**src/rtl/render_pkg.sv**
```systemverilog
// Shared definitions for the render_* family of frame renderers.
//
// Contents:
//   render_state_e  frame-render state machine encoding
//   next_cidx()     advance a colour index by one, wrapping and skipping the background index
//                   (indices up to 8 bits wide)
package render_pkg;

    typedef enum logic [2:0] {
        IDLE,
        INIT_CLR,
        CLEAR,
        INIT_RECT,
        DRAW,
        MOVE,
        DONE
    } render_state_e;

    // Next colour index modulo 2^width, never landing on the background index.
    function automatic logic [7:0] next_cidx(input logic [7:0] cur, input logic [7:0] bg,
                                             input int unsigned width);
        logic [7:0] mask;
        logic [7:0] nxt;
        mask = 8'((1 << width) - 1);
        nxt  = (cur + 8'd1) & mask;
        if (nxt == (bg & mask)) begin
            nxt = (nxt + 8'd1) & mask;
        end
        return nxt;
    endfunction

endpackage

```
**src/rtl/draw_rect_scan.sv**
```systemverilog
// Raster scanner for an axis-aligned rectangle window (x fastest, one pixel per cycle).
// Used for both the full-screen clear and the rectangle fill.
//
// Ports:
//   clk, rst        clock, asynchronous active-high reset
//   start           load window (x0,y0)..(x1,y1); ignored while busy
//   oe              output enable; low holds the scan position
//   x0, y0, x1, y1  window corners (inclusive), sampled on start
//   x, y            current pixel coordinate
//   drawing         x/y valid this cycle (busy && oe)
//   busy            scan in progress
//   done            high on the cycle the last pixel (x1,y1) is emitted
module draw_rect_scan #(
    parameter int unsigned CORDW = 16
) (
    input  logic                    clk,
    input  logic                    rst,
    input  logic                    start,
    input  logic                    oe,
    input  logic signed [CORDW-1:0] x0,
    input  logic signed [CORDW-1:0] y0,
    input  logic signed [CORDW-1:0] x1,
    input  logic signed [CORDW-1:0] y1,
    output logic signed [CORDW-1:0] x,
    output logic signed [CORDW-1:0] y,
    output logic                    drawing,
    output logic                    busy,
    output logic                    done
);

    logic signed [CORDW-1:0] x_q, y_q;
    logic signed [CORDW-1:0] x0_q, x1_q, y1_q;
    logic                    busy_q;
    logic                    at_row_end;
    logic                    at_last;

    assign at_row_end = (x_q == x1_q);
    assign at_last    = at_row_end && (y_q == y1_q);

    always_ff @(posedge clk or posedge rst) begin
        if (rst) begin
            x_q    <= '0;
            y_q    <= '0;
            x0_q   <= '0;
            x1_q   <= '0;
            y1_q   <= '0;
            busy_q <= 1'b0;
        end else if (start && !busy_q) begin
            x_q    <= x0;
            y_q    <= y0;
            x0_q   <= x0;
            x1_q   <= x1;
            y1_q   <= y1;
            busy_q <= 1'b1;
        end else if (busy_q && oe) begin
            if (at_last) begin
                // Coordinates stay on the final pixel once the scan ends.
                busy_q <= 1'b0;
            end else if (at_row_end) begin
                x_q <= x0_q;
                y_q <= y_q + 1'b1;
            end else begin
                x_q <= x_q + 1'b1;
            end
        end
    end

    assign x       = x_q;
    assign y       = y_q;
    assign busy    = busy_q;
    assign drawing = busy_q && oe;
    assign done    = busy_q && oe && at_last;

endmodule

```
**src/rtl/render_bounce_rect.sv**
```systemverilog
// Animated frame renderer: on each start pulse, clears the framebuffer to BG_CIDX, fills one
// rectangle at its current position, then moves the rectangle with edge bounce.
//
// Optional feature (macro RENDER_BOUNCE_COLR_EN): every move that reverses direction on either
// axis advances the rectangle colour index modulo 2^CIDXW, skipping BG_CIDX (resets to FG_CIDX).
// Without the macro the rectangle is always FG_CIDX.
//
// Ports:
//   clk, rst   clock, asynchronous active-high reset
//   oe         output enable; low stalls drawing
//   start      begin a frame render (accepted only when idle)
//   x, y       signed draw coordinate
//   cidx       colour index of the current pixel
//   drawing    x/y/cidx valid this cycle
//   done       one-cycle pulse when a frame render completes
module render_bounce_rect
    import render_pkg::*;
#(
    parameter int unsigned CORDW     = 16,
    parameter int unsigned CIDXW     = 2,
    parameter int unsigned SCALE     = 1,
    parameter int unsigned FB_WIDTH  = 160,
    parameter int unsigned FB_HEIGHT = 90,
    parameter int unsigned RECT_W    = 20,
    parameter int unsigned RECT_H    = 12,
    parameter int          INIT_X    = 0,
    parameter int          INIT_Y    = 0,
    parameter int unsigned SPEED     = 1,
    parameter int unsigned BG_CIDX   = 0,
    parameter int unsigned FG_CIDX   = 1
) (
    input  logic                    clk,
    input  logic                    rst,
    input  logic                    oe,
    input  logic                    start,
    output logic signed [CORDW-1:0] x,
    output logic signed [CORDW-1:0] y,
    output logic [CIDXW-1:0]        cidx,
    output logic                    drawing,
    output logic                    done
);

    localparam logic signed [CORDW-1:0] ZERO   = '0;
    localparam logic signed [CORDW-1:0] ONE    = CORDW'(1);
    localparam logic signed [CORDW-1:0] W_S    = CORDW'(FB_WIDTH * SCALE);
    localparam logic signed [CORDW-1:0] H_S    = CORDW'(FB_HEIGHT * SCALE);
    localparam logic signed [CORDW-1:0] RW_S   = CORDW'(RECT_W * SCALE);
    localparam logic signed [CORDW-1:0] RH_S   = CORDW'(RECT_H * SCALE);
    localparam logic signed [CORDW-1:0] SPD_S  = CORDW'(SPEED);
    localparam logic signed [CORDW-1:0] INIT_PX = CORDW'(INIT_X * SCALE);
    localparam logic signed [CORDW-1:0] INIT_PY = CORDW'(INIT_Y * SCALE);
    // Largest legal top-left coordinate per axis; <= 0 when the rectangle is too big.
    localparam logic signed [CORDW-1:0] LIM_X  = W_S - RW_S;
    localparam logic signed [CORDW-1:0] LIM_Y  = H_S - RH_S;

    render_state_e           state_q, state_d;
    logic signed [CORDW-1:0] px_q, px_d, py_q, py_d;
    logic                    dx_q, dx_d, dy_q, dy_d;  // 1 = moving toward smaller coordinates
    logic [CIDXW-1:0]        cidx_q, cidx_d;
    logic                    done_q;
    logic [CIDXW-1:0]        rect_cidx;

    logic                    scan_start;
    logic signed [CORDW-1:0] win_x0, win_y0, win_x1, win_y1;
    logic signed [CORDW-1:0] scan_x, scan_y;
    logic                    scan_drawing, scan_busy, scan_done;

    // Returns {reverse_flag, new_position} for one axis.
    function automatic logic [CORDW:0] bounce_axis(input logic signed [CORDW-1:0] p,
                                                   input logic neg,
                                                   input logic signed [CORDW-1:0] lim);
        logic signed [CORDW-1:0] nx;
        nx = neg ? (p - SPD_S) : (p + SPD_S);
        if (nx <= ZERO || lim <= ZERO) begin
            return {1'b0, ZERO};
        end else if (nx >= lim) begin
            return {1'b1, lim};
        end else begin
            return {neg, nx};
        end
    endfunction

    always_comb begin
        state_d    = state_q;
        px_d       = px_q;
        py_d       = py_q;
        dx_d       = dx_q;
        dy_d       = dy_q;
        cidx_d     = cidx_q;
        scan_start = 1'b0;
        win_x0     = ZERO;
        win_y0     = ZERO;
        win_x1     = W_S - ONE;
        win_y1     = H_S - ONE;
        unique case (state_q)
            IDLE: begin
                if (start) state_d = INIT_CLR;
            end
            INIT_CLR: begin
                scan_start = 1'b1;
                cidx_d     = CIDXW'(BG_CIDX);
                state_d    = CLEAR;
            end
            CLEAR: begin
                // !scan_busy only guards against a scan that never reports its last pixel.
                if (scan_done || !scan_busy) state_d = INIT_RECT;
            end
            INIT_RECT: begin
                scan_start = 1'b1;
                win_x0     = px_q;
                win_y0     = py_q;
                win_x1     = px_q + RW_S - ONE;
                win_y1     = py_q + RH_S - ONE;
                cidx_d     = rect_cidx;
                state_d    = DRAW;
            end
            DRAW: begin
                if (scan_done || !scan_busy) state_d = MOVE;
            end
            MOVE: begin
                {dx_d, px_d} = bounce_axis(px_q, dx_q, LIM_X);
                {dy_d, py_d} = bounce_axis(py_q, dy_q, LIM_Y);
                state_d      = DONE;
            end
            DONE: begin
                state_d = IDLE;
            end
            default: begin
                state_d = IDLE;
            end
        endcase
    end

    always_ff @(posedge clk or posedge rst) begin
        if (rst) begin
            state_q <= IDLE;
            px_q    <= INIT_PX;
            py_q    <= INIT_PY;
            dx_q    <= 1'b0;
            dy_q    <= 1'b0;
            cidx_q  <= '0;
            done_q  <= 1'b0;
        end else begin
            state_q <= state_d;
            px_q    <= px_d;
            py_q    <= py_d;
            dx_q    <= dx_d;
            dy_q    <= dy_d;
            cidx_q  <= cidx_d;
            done_q  <= (state_q == DONE);
        end
    end

`ifdef RENDER_BOUNCE_COLR_EN
    logic [CIDXW-1:0] rect_cidx_q, rect_cidx_d;
    logic             reversal;

    assign reversal = (state_q == MOVE) && ((dx_d != dx_q) || (dy_d != dy_q));

    always_comb begin
        rect_cidx_d = rect_cidx_q;
        if (reversal) begin
            rect_cidx_d = CIDXW'(next_cidx(8'(rect_cidx_q), 8'(BG_CIDX), CIDXW));
        end
    end

    always_ff @(posedge clk or posedge rst) begin
        if (rst) begin
            rect_cidx_q <= CIDXW'(FG_CIDX);
        end else begin
            rect_cidx_q <= rect_cidx_d;
        end
    end

    assign rect_cidx = rect_cidx_q;
`else
    assign rect_cidx = CIDXW'(FG_CIDX);
`endif

    draw_rect_scan #(
        .CORDW (CORDW)
    ) u_scan (
        .clk     (clk),
        .rst     (rst),
        .start   (scan_start),
        .oe      (oe),
        .x0      (win_x0),
        .y0      (win_y0),
        .x1      (win_x1),
        .y1      (win_y1),
        .x       (scan_x),
        .y       (scan_y),
        .drawing (scan_drawing),
        .busy    (scan_busy),
        .done    (scan_done)
    );

    assign x       = scan_x;
    assign y       = scan_y;
    assign cidx    = cidx_q;
    assign drawing = scan_drawing;
    assign done    = done_q;

endmodule
```
**config.mk**
```make
export PLATFORM = sky130hd
export DESIGN_NAME = render_bounce_rect
export DESIGN_NICKNAME = d
export VERILOG_FILES = /design/src/rtl/render_pkg.sv /design/src/rtl/draw_rect_scan.sv /design/src/rtl/render_bounce_rect.sv
export SDC_FILE = /design/constraint.sdc
export NUM_CORES = 1
export LEC_CHECK = 0
export CORE_ASPECT_RATIO = 0.5
export CORE_MARGIN = 3
export CORE_UTILIZATION = 41
export DETAILED_ROUTE_END_ITERATION = 6
export PLACE_DENSITY = 0.55
export SLEW_MARGIN = 20
export SYNTH_ARGS = -nofsm -noshare
export SYNTH_HDL_FRONTEND = slang
export SYNTH_SLANG_ARGS = --single-unit
export TNS_END_PERCENT = 10
```
**constraint.sdc**
```tcl
create_clock -name clk -period 6.59 [get_ports clk]
set_clock_uncertainty 0.2 [all_clocks]
set_input_delay 0.659 -clock clk [delete_from_list [all_inputs] [get_ports clk]]
set_output_delay 0.659 -clock clk [all_outputs]
set_load 0.005 [all_outputs]
```
==> impl_metrics.py <==
metrics = {
    "logic_synthesis": {
        "ys.flop_type": "dfrtp_1",
        "synth-edff-count": 0,
        "synth-simple-area-share": 0.2121,
        "ys_types": 75,
        "ys_warn_count": 0,
        "async_flop_share": 1.000,
        "synthMuxAreaShare": 0.03225,
        "synth_top_family_by_area": "simple AND/OR/NAND/NOR gates",
        "synth-compound-area-share": 0.1960,
        "netlist_instances": 924,
        "yosysSeqAreaShare": 0.3722,
        "syn_avg_cell_area_um2": 8.733,
        "netlist_area_um2": 8069,
        "syn_nets": 965,
        "synth_seq_cells": 120,
        "synthAdderAreaFrac": 0.05923,
        "synth_xor_area_frac": 0.09335,
    },
    "detailed_routing": {
        "drt-total-wl_um": 20580,
        "ant_nets": 0,
        "via_count": 6848,
        "wl_per_cell_um": 16.92,
        "drcViolationCount": 0,
        "routed_via_density": 5.632,
        "drt_iter0_drc": 393,
        "firstDrtPassIters": 5,
    },
    "global_routing": {
        "grt_max_degree": 77,
        "grt_pass1_vias": 6472,
        "grt_pass1_wl_um": 34160,
        "grt_remaining_overflow": 0,
        "grt_use_total": 0.1976,
        "grt_antenna_before_repair": 0,
    },
    "cells_and_area": {
        "multi_input_area_um2": 4797,
        "drive_gt1_frac": 0.07524,
        "fillers": 1830,
        "antenna-diode-count": 0,
        "nets": 985,
        "fin_util": 0.4911,
        "final-seq-area_um2": 3003,
        "area_delta_synth_final_pct": 14.61,
    },
    "cts": {
        "worstSkewPairLatency_ns": 0.42,
        "cts_resized": 0,
        "cts_hold_buf": 0,
        "path_clk_slew_ns": 0.06,
        "post_cts_buffers": 0,
        "cts_tree": "yes",
        "cts_buffer_depth": 2,
        "htree_levels": 4,
        "cts_made_buffers": 17,
        "root_buffer": "clkbuf_16",
        "clock-sinks": 120,
    },
    "die": {
        "die_y_um": 105.2,
        "dieArea_um2": 21500,
        "ios": 40,
        "die_w_um": 204.4,
        "core_um2": 18830,
        "start_util": 0.4285,
        "core.rowCount": 35,
    },
    "job": {
        "max_cap_viol_count": 0,
    },
    "critical_path": {
        "end_kind": "flip-flop",
        "cp.arrival_ns": 3.84,
        "cp_max_fo": 17,
        "worstPathRequired_ns": 6.70,
        "start_kind": "flip-flop",
        "critPathKind": "reg2reg",
    },
    "sta": {
        "hold_viol": 0,
        "period_needed_ns": 3.733,
        "hold_slack_ns": 0.2727,
        "worstMarginPinSlew_ns": 0.8489,
        "maxSlewViolCount": 0,
        "period_share": 0.5665,
        "rsz0062_at_grt": "false",
        "setup-tns-final_ns": 0,
        "clock.fmax_mhz": 267.9,
        "relSlewSlack": 0.4297,
        "setup_violations": 0,
    },
    "place": {
        "io_buffers": 38,
        "dpl.hpwl_um": 14410,
        "globalplace.congestion": 0.8010,
    },
    "power_and_ir_drop": {
        "p_leak_uw": 0.004253,
        "p_per_area_nw_per_um2": 236.3,
        "ir_drop_mv": 0.1560,
    },
    "run_status": {
        "outcome": "finished, final reports clean",
    },
    "min_path": {
        "hp-class": "reg2reg",
    },
}
## power by group
part / switching (µW) / total (µW) / internal, µW
logic: 172 / 350 / 178
registers: 96.8 / 879 / 782
clock network: 362 / 956 / 594
## state kept, by name, summed over array words and instances, names as in the netlist, 3 cells and up
signal and flops:
py_q 16, u_scan.y1_q 16, u_scan.x0_q 16, u_scan.x1_q 16, state_q 3, px_q 16
u_scan.x 16, u_scan.y 16
## metrics by stage
| step | instance area [µm²] | total power [µW] | std cells | worst slack [ns] |
|---|---|---|---|---|
| after floorplan | 8069 | 1117 | 924 | 2.545 |
| after global placement | 8642 | 1237 | 1184 | 2.940 |
| after detailed placement | 8642 | 1244 | 1184 | 2.879 |
| after CTS | 9245 | 2211 | 1216 | 2.856 |
| after global routing | 9248 | 2303 | 1216 | 2.504 |
| final | 9248 | 2185 | 1216 | 2.857 |
## path summary, 6_finish.rpt
| kind | start | to | slack (ns) | cells after the start |
|---|---|---|---|---|
| max reg2reg | dy_q | py_q[2] | 2.86 | 9 |
| max in group asynchronous | rst | u_scan.y[10] | 4.55 | 3 |
| min in group asynchronous | rst | u_scan.x[11] | 0.53 | 2 |
| min | u_scan.x0_q[3] | u_scan.x0_q[3] | 0.27 | 2 |
| min reg2reg | u_scan.x0_q[3] | u_scan.x0_q[3] | 0.27 | 2 |
| max | dy_q | py_q[2] | 2.86 | 9 |
## metal layers
metal  wire [µm]  track usage  vias up
met5           0            0        -
li1            -            -     3356
met3         817      0.04886       22
met4         209      0.03825        0
met1       10380       0.2881     3341
met2        9169       0.2984      129
## cell usage after synthesis, drive strengths merged, types with 3 or more instances
master / n / area share
nand2: 122 / 0.057
dfrtp: 120 / 0.37
o21ai: 76 / 0.047
nor2: 70 / 0.033
a21oi: 60 / 0.038
xnor2: 43 / 0.047
xor2: 43 / 0.047
ha: 35 / 0.054
clkbuf: 31 / 0.014
a22o: 24 / 0.026
and2: 24 / 0.019
nand3: 24 / 0.015
inv: 22 / 0.010
nor3: 20 / 0.013
mux2: 16 / 0.022
nor4: 16 / 0.015
and3: 15 / 0.012
a31oi: 13 / 0.012
buf: 13 / 0.0098
nand4: 11 / 0.010
nand2b: 9 / 0.0070
a211oi: 8 / 0.0081
mux2i: 8 / 0.0099
o21a: 8 / 0.0074
a21o: 7 / 0.0067
nor3b: 7 / 0.0071
or3: 6 / 0.0047
a211o: 5 / 0.0054
nor2b: 5 / 0.0039
o22a: 4 / 0.0043
o31ai: 4 / 0.0037
or2: 4 / 0.0031
a21boi: 3 / 0.0028
a221o: 3 / 0.0037
a221oi: 3 / 0.0033
nand3b: 3 / 0.0028
o21bai: 3 / 0.0028
or4: 3 / 0.0033
## layout make-up
type,count,area share
clock buffer,17,0.04600
clock inverter,15,0.01921
inverter,22,0.009471
multi-input combinational,738,0.5187
sequential,120,0.3247
tap,259,0.03504
timing repair buffer,45,0.04681
## worst max-delay path: stages, from the launching register on
cell and delay (ns):
dfrtp_1 0.75, ha_1 0.39, a211oi_1 0.32, nor2_1 0.16
a21oi_1 0.26, and2_1 0.23, mux2_2 0.34, a31oi_1 0.42
a31oi_1 0.22, a211o_1 0.32
## cell families after synthesis
family	count (synthesis)
AOI/OAI and AO/OA	244
xor gates and xnor gates	86
adders and majority gates	37
buffers and inverters	66
DFF	120
muxes	24
other	1
and+or+nand+nor	346
## cells in the final DEF (no fill, tap or decap), types with 6 or more instances in the layout
master and n:
o21a_1 8, mux2_2 11, xnor2_1 43, mux2i_1 8, buf_4 7, nor3_1 19, nor3b_1 6, a21o_1 6
dfrtp_1 120, a21oi_1 59, nand3_1 24, and3_1 15, inv_1 21, nor4_1 13, nand2_1 122, a22o_1 24
o21ai_0 72, nand2b_1 9, a31oi_1 12, nor2_1 69, nand4_1 9, and2_1 23, or3_1 6, xor2_1 43
clkdlybuf4s50_1 38, clkbuf_16 17, ha_1 35, a211oi_1 7
No activity file was read; power rests on OpenSTA's default activity.
